**src/rtl/mac_seq_ctrl.sv**
```systemverilog
// mac_seq_ctrl: streams 16-lane operand chunks into the external MAC in its
// sample phase and sums the MAC's per-chunk partial sums into one result.
// Ports:
//   clk, reset        clock; asynchronous active-low reset
//   in_valid/in_ready chunk handshake; in_last marks the final chunk
//   in_a, in_b        lane operands, passed through to mac_a/mac_b
//   mac_reset         active-high synchronous reset driven to the MAC
//   mac_out           MAC partial sum for the previously sampled chunk
//   out_valid/ready   result handshake; out_data/out_cnt/out_err held in OUT
//   busy              controller not idle
module mac_seq_ctrl #(
    parameter int bw         = 8,
    parameter int pr         = 16,
    parameter int bw_psum    = 2*bw+4,
    parameter int max_chunks = 16,
    parameter int cw         = 4,
    parameter int aw         = bw_psum+cw
) (
    input  logic               clk,
    input  logic               reset,
    input  logic               in_valid,
    output logic               in_ready,
    input  logic               in_last,
    input  logic [pr*bw-1:0]   in_a,
    input  logic [pr*bw-1:0]   in_b,
    output logic               mac_reset,
    output logic [pr*bw-1:0]   mac_a,
    output logic [pr*bw-1:0]   mac_b,
    input  logic [bw_psum-1:0] mac_out,
    output logic               out_valid,
    input  logic               out_ready,
    output logic [aw-1:0]      out_data,
    output logic [cw:0]        out_cnt,
    output logic               out_err,
    output logic               busy
);

    typedef enum logic [1:0] {IDLE, ACC, WAIT, OUT} state_t;

    localparam int ew = aw - bw_psum;
    localparam logic [cw:0] one  = (cw+1)'(1);
    localparam logic [cw:0] maxc = (cw+1)'(max_chunks);

    state_t        state;
    logic          ph;
    logic [aw-1:0] acc;
    logic [cw:0]   cnt;
    logic [cw:0]   icnt;
    logic          p1, p1_last, p1_err;
    logic          p2, p2_last, p2_err;

    logic          accept;
    logic          closing;
    logic [cw:0]   nxt_icnt;
    logic [aw-1:0] psum_ext;

    assign mac_a = in_a;
    assign mac_b = in_b;

    // ph==0 is the MAC's sample edge, so chunks are only taken then
    assign in_ready = !mac_reset && !ph &&
                      (state == IDLE || state == ACC);
    assign accept   = in_valid && in_ready;
    assign busy     = (state != IDLE);

    // issue-side count: the accumulated count lags by two edges
    assign nxt_icnt = (state == IDLE) ? one : icnt + one;
    assign closing  = in_last || (nxt_icnt == maxc);
    assign psum_ext = {{ew{mac_out[bw_psum-1]}}, mac_out};

    always_ff @(posedge clk or negedge reset) begin
        if (!reset) begin
            mac_reset <= 1'b1;
            ph        <= 1'b0;
            state     <= IDLE;
            acc       <= '0;
            cnt       <= '0;
            icnt      <= '0;
            p1        <= 1'b0;
            p1_last   <= 1'b0;
            p1_err    <= 1'b0;
            p2        <= 1'b0;
            p2_last   <= 1'b0;
            p2_err    <= 1'b0;
            out_valid <= 1'b0;
            out_data  <= '0;
            out_cnt   <= '0;
            out_err   <= 1'b0;
        end else begin
            // ph starts toggling on the same edge the MAC leaves reset
            if (mac_reset)
                mac_reset <= 1'b0;
            else
                ph <= ~ph;

            p1      <= accept;
            p1_last <= accept && closing;
            p1_err  <= accept && closing && !in_last;
            p2      <= p1;
            p2_last <= p1_last;
            p2_err  <= p1_err;

            if (accept)
                icnt <= nxt_icnt;

            if (p2 && !p2_last) begin
                acc <= acc + psum_ext;
                cnt <= cnt + one;
            end

            unique case (state)
                IDLE: begin
                    if (accept)
                        state <= closing ? WAIT : ACC;
                end
                ACC: begin
                    if (accept && closing)
                        state <= WAIT;
                end
                WAIT: begin
                    if (p2 && p2_last) begin
                        out_data  <= acc + psum_ext;
                        out_cnt   <= cnt + one;
                        out_err   <= p2_err;
                        out_valid <= 1'b1;
                        state     <= OUT;
                    end
                end
                OUT: begin
                    if (out_ready) begin
                        out_valid <= 1'b0;
                        acc       <= '0;
                        cnt       <= '0;
                        state     <= IDLE;
                    end
                end
                default: state <= IDLE;
            endcase
        end
    end

endmodule

```
**config.mk**
```make
export PLATFORM = sky130hd
export DESIGN_NAME = mac_seq_ctrl
export DESIGN_NICKNAME = d
export VERILOG_FILES = /design/src/rtl/mac_seq_ctrl.sv
export SDC_FILE = /design/constraint.sdc
export NUM_CORES = 1
export LEC_CHECK = 0
export ABC_AREA = 1
export CORE_AREA = 2 2 219 221
export CTS_CLUSTER_DIAMETER = 100
export DETAILED_ROUTE_END_ITERATION = 16
export DIE_AREA = 0 0 221 223
export GPL_TIMING_DRIVEN = 0
export SYNTH_ARGS = -nofsm -noshare
export SYNTH_HDL_FRONTEND = slang
export SYNTH_SLANG_ARGS = --single-unit
```
**constraint.sdc**
```tcl
create_clock -name clk -period 1.8 [get_ports clk]
set_input_delay 0.54 -clock clk [delete_from_list [all_inputs] [get_ports clk]]
set_output_delay 0.54 -clock clk [all_outputs]
set_load 0.02 [all_outputs]
```
==> impl_metrics.py, run 1 <==
metrics = {
    "status": {
        "status": "finished, violations left",
        "violations": "setup timing",
    },
    "drt": {
        "avgRoutedWirePerCell_um": 16.6,
        "first_pass_iters": 4,
        "drc": 0,
        "routed_wl_mm": 32.7,
        "ant_nets": 0,
        "viasPerCell": 3.63,
        "drt-initial-drc-count": 267,
        "num_vias": 7140,
    },
    "timing": {
        "period_share_pct": 105,
        "slew_headroom_pct": 62.2,
        "fin_skew_ns": 0.0180,
        "setup_slack_ns": -0.0899,
        "clock.fmax_mhz": 529,
        "finalSetupViolations": 17,
        "maxSlewViolCount": 0,
        "rsz0062_at_grt": "yes",
        "hold_viol": 0,
        "tightest_slew_ns": 0.567,
        "fin_crit_ns": 1.89,
    },
    "global_route": {
        "grt_pass1_wl_mm": 45.6,
        "overflow": 0,
        "grt_usage_pct": 12.4,
        "antenna_found_initial": 4,
        "grt_pass1_vias": 7044,
        "grt_max_degree": 41,
    },
    "layout": {
        "areaGrowthSynthToFinish_pct": 80.6,
        "stdcell_count": 1965,
        "num_antenna_cells": 0,
        "drive_gt1_share_pct": 39.5,
        "stdcell_area_sq_um": 12400,
        "fin_nets": 1657,
        "fin_util_pct": 26.2,
        "fillers": 5086,
    },
    "job": {
        "cap_violations": 0,
    },
    "power": {
        "power_mw": 14.5,
        "cellPowerDensity_nw_per_um2": 1180,
        "ir_worst_vdd_v": 0.000818,
        "p_leak_nw": 6.07,
    },
    "critical_path": {
        "ff2ff_path_depth": 12,
        "slowest_delay_ns": 0.43,
        "worstPathArrival_ns": 1.35,
        "critPathCaptureType": "output port",
        "worstPathRequired_ns": 1.26,
        "crit_path_frequent_cell": "nor2_4",
        "slowest_stage": "dfrtp_1",
        "crit_type": "register to output port",
        "path_cells": "inv_2, ha_4, nor2_4, nor2_4, buf_6",
        "critical_path.max_fanout": 4,
        "crit_path_start_kind": "register",
    },
    "min_path": {
        "hold_class": "primary input to asynchronous set/reset pin",
    },
    "clocking": {
        "cts_inserted_buffers": 9,
        "cts.path.max_buffers": 2,
        "cts.sinks": 75,
        "cts_max_level": 3,
        "insertion_delay_ns": 0.36,
        "cts_tree": "done",
        "clockRootBuffer": "clkbuf_16",
        "clk_pin_slew_ns": 0.07,
        "hold_buffers": 0,
    },
    "logic_synthesis": {
        "syn_inst": 979,
        "yosys.cell_count.top_type": "nand2_1",
        "yosys_warnings": 0,
        "synth_top_area_share_pct": 28.1,
        "synthTopCellsByArea": "buf_4 (28%), dfrtp_1 (27%), nand2_1 (14%)",
        "synth_fp_nets": 1291,
        "synth_area_leader_cell": "buf_4",
        "synthArstFlopShare_pct": 100,
        "ys_seq_area_share_pct": 27.4,
        "synth_common_cells": "nand2_1 (261), buf_4 (256), inv_1 (129)",
        "syn_avg_cell_area_sq_um": 7.00,
        "synth_edf_count": 0,
        "ys_ff_latch": 75,
        "synth_cell_types": 31,
        "synth_flop_cell": "dfrtp_1",
        "netlist_area_sq_um": 6850,
    },
    "placed_design": {
        "io_buffers": 314,
        "dp_slack_ns": -0.943,
        "place_inst": 1909,
        "hpwlAfterDp_mm": 27.3,
        "routabilityCongestion": 0.857,
        "place_area_sq_um": 10800,
    },
    "floorplanning": {
        "coreArea_sq_um": 47100,
        "start_util_pct": 14.5,
        "placementRows": 80,
        "ios": 571,
        "die_w_um": 221,
        "dieHeight_um": 223,
        "die-area_sq_um": 49300,
    },
}
==> power by group <==
group | switching [mW] | internal (mW) | total (mW) | leakage, nW
registers | 0.503 | 2.24 | 2.74 | 0.858
logic | 5.37 | 4.25 | 9.62 | 5.05
clock network | 0.814 | 1.37 | 2.18 | 0.167
total | 6.69 | 7.85 | 14.5 | 6.07
==> sequential cells by signal, indices dropped and copies added, names as in the netlist, 2 cells and up <==
signal / cells
icnt: 5
cnt: 5
state: 2
out_cnt: 5
acc: 24
out_data: 24
==> worst paths after layout <==
kind                                      start                  endpoint  slack, ns
min in group clk              p1_last$_DFF_PN0_         p2_last$_DFF_PN0_       0.35
min                                       reset  out_data[20]$_DFFE_PN0P_       0.17
max reg2reg                    acc[0]$_DFF_PN0_  out_data[16]$_DFFE_PN0P_      -0.03
max                        state[1]$_DFFE_PN0P_                  in_ready      -0.09
min reg2reg                   p1_last$_DFF_PN0_         p2_last$_DFF_PN0_       0.35
max in group asynchronous                 reset       mac_reset$_DFF_PN1_       0.96
==> through the flow <==
| step | hold slack [ns] | setup TNS [ns] |
|---|---|---|
| after floorplan | 0.244 | -0.267 |
| after global placement | 0.334 | -236.45 |
| after detailed placement | 0.337 | -36.20 |
| after CTS | 0.189 | -0.543 |
| after global routing | 0.206 | -2.88 |
| final | 0.170 | -0.367 |
==> critical path, delay by kind of cell (launching register included) <==
kind,cells,cell delay [ns]
DFF,1,0.43
buffers and inverters,2,0.25
adders and majority gates,1,0.19
and+or+nand+nor,2,0.14
==> layout by cell type, fill, tap and decap left out, types with 3 or more instances in the layout <==
cell / Yosys / final
buf_4: 256 / 292
clkdlybuf4s50_1: 0 / 216
nand2_1: 261 / 189
inv_1: 129 / 115
dlygate4sd2_1: 0 / 82
dfrtp_1: 74 / 72
nand2_2: 11 / 64
nor2_1: 57 / 41
nand3_1: 47 / 25
ha_4: 0 / 23
o21ai_0: 25 / 20
nand2_4: 0 / 18
nor2_4: 1 / 17
nand3_2: 3 / 16
a21oi_1: 21 / 14
inv_2: 1 / 12
nand3_4: 0 / 9
clkbuf_2: 0 / 9
clkbuf_16: 0 / 9
nor2_2: 8 / 8
buf_2: 4 / 8
ha_1: 30 / 7
buf_6: 0 / 7
nand4_1: 6 / 6
a21oi_2: 1 / 6
o211ai_1: 6 / 6
xor2_1: 7 / 5
o21ai_1: 4 / 5
o21ai_2: 0 / 4
inv_6: 0 / 3
xnor2_2: 0 / 3
o21a_1: 3 / 3
bufinv_16: 0 / 3
clkdlybuf4s15_1: 0 / 3
==> kinds of logic after synthesis <==
group | after synthesis | synth area share (%)
xor+xnor | 13 | 1.66
fa+ha+maj | 31 | 5.77
other cells | 1 | 0.0548
buf+inv | 398 | 35.9
simple gates | 399 | 24.2
compound gates | 62 | 4.99
flops | 75 | 27.4
==> timing repair <==
| action | 4_1_cts | 5_1_grt |
|---|---|---|
| buffers inserted | 20 | 21 |
| pin swaps | 45 | 81 |
| gates resized for setup | 221 | 160 |
| endpoints found under the setup margin | 128 | 58 |
==> final cells by class <==
type	instances	area, sq um	share of cell area [%]
multi-input combinational	506	3530	28.5
timing repair buffer	355	3360	27.1
buffer	268	1990	16.1
sequential	75	1880	15.2
tap	615	769	6.22
inverter	130	499	4.04
clock buffer	9	225	1.82
clock inverter	7	124	1.00
==> routing by layer <==
layer | track usage (%) | vias to the layer above | routed length (um)
li1 | - | 3464 | -
met1 | 13.5 | 3355 | 12200
met2 | 23.9 | 284 | 17900
met3 | 2.92 | 31 | 1940
met4 | 2.94 | 6 | 608
met5 | 0 | - | 42
Power figures use the tool's default switching activity.
==> inputs of run 2 (changes only) <==
Settings changed: PLACE_DENSITY set to 0.47, RECOVER_POWER set to 50, SETUP_SLACK_MARGIN set to 0.02.
==> impl_metrics.py, run 2 (synthesized netlist as in run 1, its figures left out) <==
metrics = {
    "critical_path": {
        "path_cells": "buf_6, ha_4, nor2_1, nor2_4, buf_6",
        "worstPathArrival_ns": 1.41,
        "crit_path_start_kind": "register",
        "slowest_delay_ns": 0.43,
        "critical_path.max_fanout": 3,
        "worstPathRequired_ns": 1.26,
        "crit_path_frequent_cell": "buf_6",
        "slowest_stage": "dfrtp_2",
        "crit_type": "register to output port",
        "critPathCaptureType": "output port",
    },
    "global_route": {
        "grt_util_met2_pct": 22.9,
        "use_met3_pct": 3.00,
        "gr-max-usage-layer": "met2",
        "grt_pass1_vias": 6913,
        "grt_max_degree": 55,
        "use_met1_pct": 12.6,
        "overflow": 0,
        "grt_pass1_wl_mm": 44.0,
        "antenna_found_initial": 4,
        "grt_usage_pct": 11.8,
    },
    "floorplanning": {
        "die_w_um": 221,
        "ios": 571,
        "start_util_pct": 14.5,
        "placementRows": 80,
        "dieHeight_um": 223,
        "coreArea_sq_um": 47100,
        "die-area_sq_um": 49300,
    },
    "clocking": {
        "cts.sinks": 75,
        "insertion_delay_ns": 0.35,
        "hold_buffers": 0,
        "cts_inserted_buffers": 9,
        "clockRootBuffer": "clkbuf_16",
        "cts_max_level": 3,
        "cts_tree": "done",
        "cts.path.max_buffers": 2,
        "clk_pin_slew_ns": 0.06,
    },
    "placed_design": {
        "io_buffers": 314,
        "routabilityCongestion": 0.838,
        "hpwlAfterDp_mm": 26.0,
    },
    "drt": {
        "ant_nets": 0,
        "avgRoutedWirePerCell_um": 15.7,
        "viasPerCell": 3.59,
        "drc": 0,
        "drt-initial-drc-count": 246,
        "routed_wl_mm": 30.9,
        "num_vias": 7063,
        "first_pass_iters": 4,
    },
    "timing": {
        "rsz0062_at_grt": "yes",
        "fin_skew_ns": 0.0101,
        "period_share_pct": 108,
        "setup_slack_ns": -0.150,
        "maxSlewViolCount": 0,
        "setup_tns_ns": -1.12,
        "slew_headroom_pct": 15.3,
        "hold_viol": 0,
        "fin_crit_ns": 1.95,
        "clock.fmax_mhz": 513,
        "tightest_slew_ns": 1.27,
        "finalSetupViolations": 22,
    },
    "layout": {
        "fin_nets": 1657,
        "reg_top3": "acc x24, out_data x24",
        "fin_util_pct": 26.0,
        "drive_gt1_share_pct": 38.1,
        "final_common_cell": "buf_4",
        "final_cell_mix": "buf_4 (235), nand2_1 (198), clkdlybuf4s50_1 (196), inv_1 (117), dlygate4sd2_1 (91)",
        "areaGrowthSynthToFinish_pct": 79.1,
    },
    "power": {
        "cellPowerDensity_nw_per_um2": 1160,
        "ir_worst_vdd_v": 0.000589,
        "p_leak_nw": 6.02,
    },
    "job": {
        "cap_violations": 0,
    },
    "status": {
        "status": "finished, violations left",
        "violations": "setup timing",
    },
    "min_path": {
        "hold_class": "register to register",
    },
}
[run 2: changes by cell type in the layout (fill, tap and decap cells not counted), moves of 9 or more]
cell / delta
nand2_1: +9
nand2_2: -14
buf_4: -57
clkbuf_1: +12
dlygate4sd2_1: +9
clkbuf_4: +53
clkdlybuf4s50_1: -20
[run 2: where the power goes]
part	leakage [nW]	switching, mW	total, mW	internal [mW]
combinational	5.01	5.29	9.47	4.18
sequential	0.858	0.505	2.74	2.24
clock	0.153	0.773	1.99	1.22
total	6.02	6.56	14.2	7.64
[run 2: metrics by stage]
stage | setup slack [ns] | total power [mW] | hold slack (ns) | instances | area (sq um)
final | -0.150 | 14.2 | 0.348 | 1966 | 12300
after global routing | -0.207 | 15.2 | 0.370 | 1966 | 12300
after CTS | -0.0887 | 12.8 | 0.0895 | 1945 | 11700
after detailed placement | -0.852 | 9.56 | 0.335 | 1909 | 10800
after global placement | -2.66 | 9.53 | 0.335 | 1908 | 10800
after floorplan | -0.0797 | 7.30 | 0.244 | 979 | 6890
[run 2: per-layer routing]
metal | up-vias | part of all wire [%]
met5 | - | 0.14
met4 | 6 | 1.8
met3 | 31 | 6.1
met2 | 289 | 56
met1 | 3272 | 36
li1 | 3465 | -
[run 2: final cells by class]
class	instances	area, sq um
Buffer	268	1980
Tap cell	615	769
Clock inverter	6	90.1
Clock buffer	10	229
Antenna cell	1	2.50
Inverter	130	507
Sequential cell	75	1880
Fill cell	5042	34900
Timing Repair Buffer	355	3270
Multi-Input combinational cell	506	3540
[run 2: worst max-delay path: cells and delay by family (launching register included)]
| family | cells | cell delay, ns |
|---|---|---|
| fa+ha+maj | 1 | 0.15 |
| simple gates | 2 | 0.22 |
| buf+inv | 2 | 0.26 |
| flops | 1 | 0.43 |
[run 2: timing repair]
item / in CTS / in global routing
setup buffers: 20 / 21
pin swaps: 37 / 68
setup endpoints to repair: 142 / 67
gates resized for setup: 236 / 168
[run 2: final timing paths]
path                                           start                   to  slack (ns)  cells past startpoint
worst max register to register      acc[0]$_DFF_PN0_     acc[8]$_DFF_PN0_       -0.11                     10
min in group asynchronous                      reset  icnt[0]$_DFFE_PN0P_        0.44                      1
worst min-delay path               p1_last$_DFF_PN0_    p2_last$_DFF_PN0_        0.35                      0
max in group asynchronous                      reset     acc[5]$_DFF_PN0_        0.22                      2
worst max-delay path            state[0]$_DFFE_PN0P_             in_ready       -0.15                      5
worst min register to register     p1_last$_DFF_PN0_    p2_last$_DFF_PN0_        0.35                      0
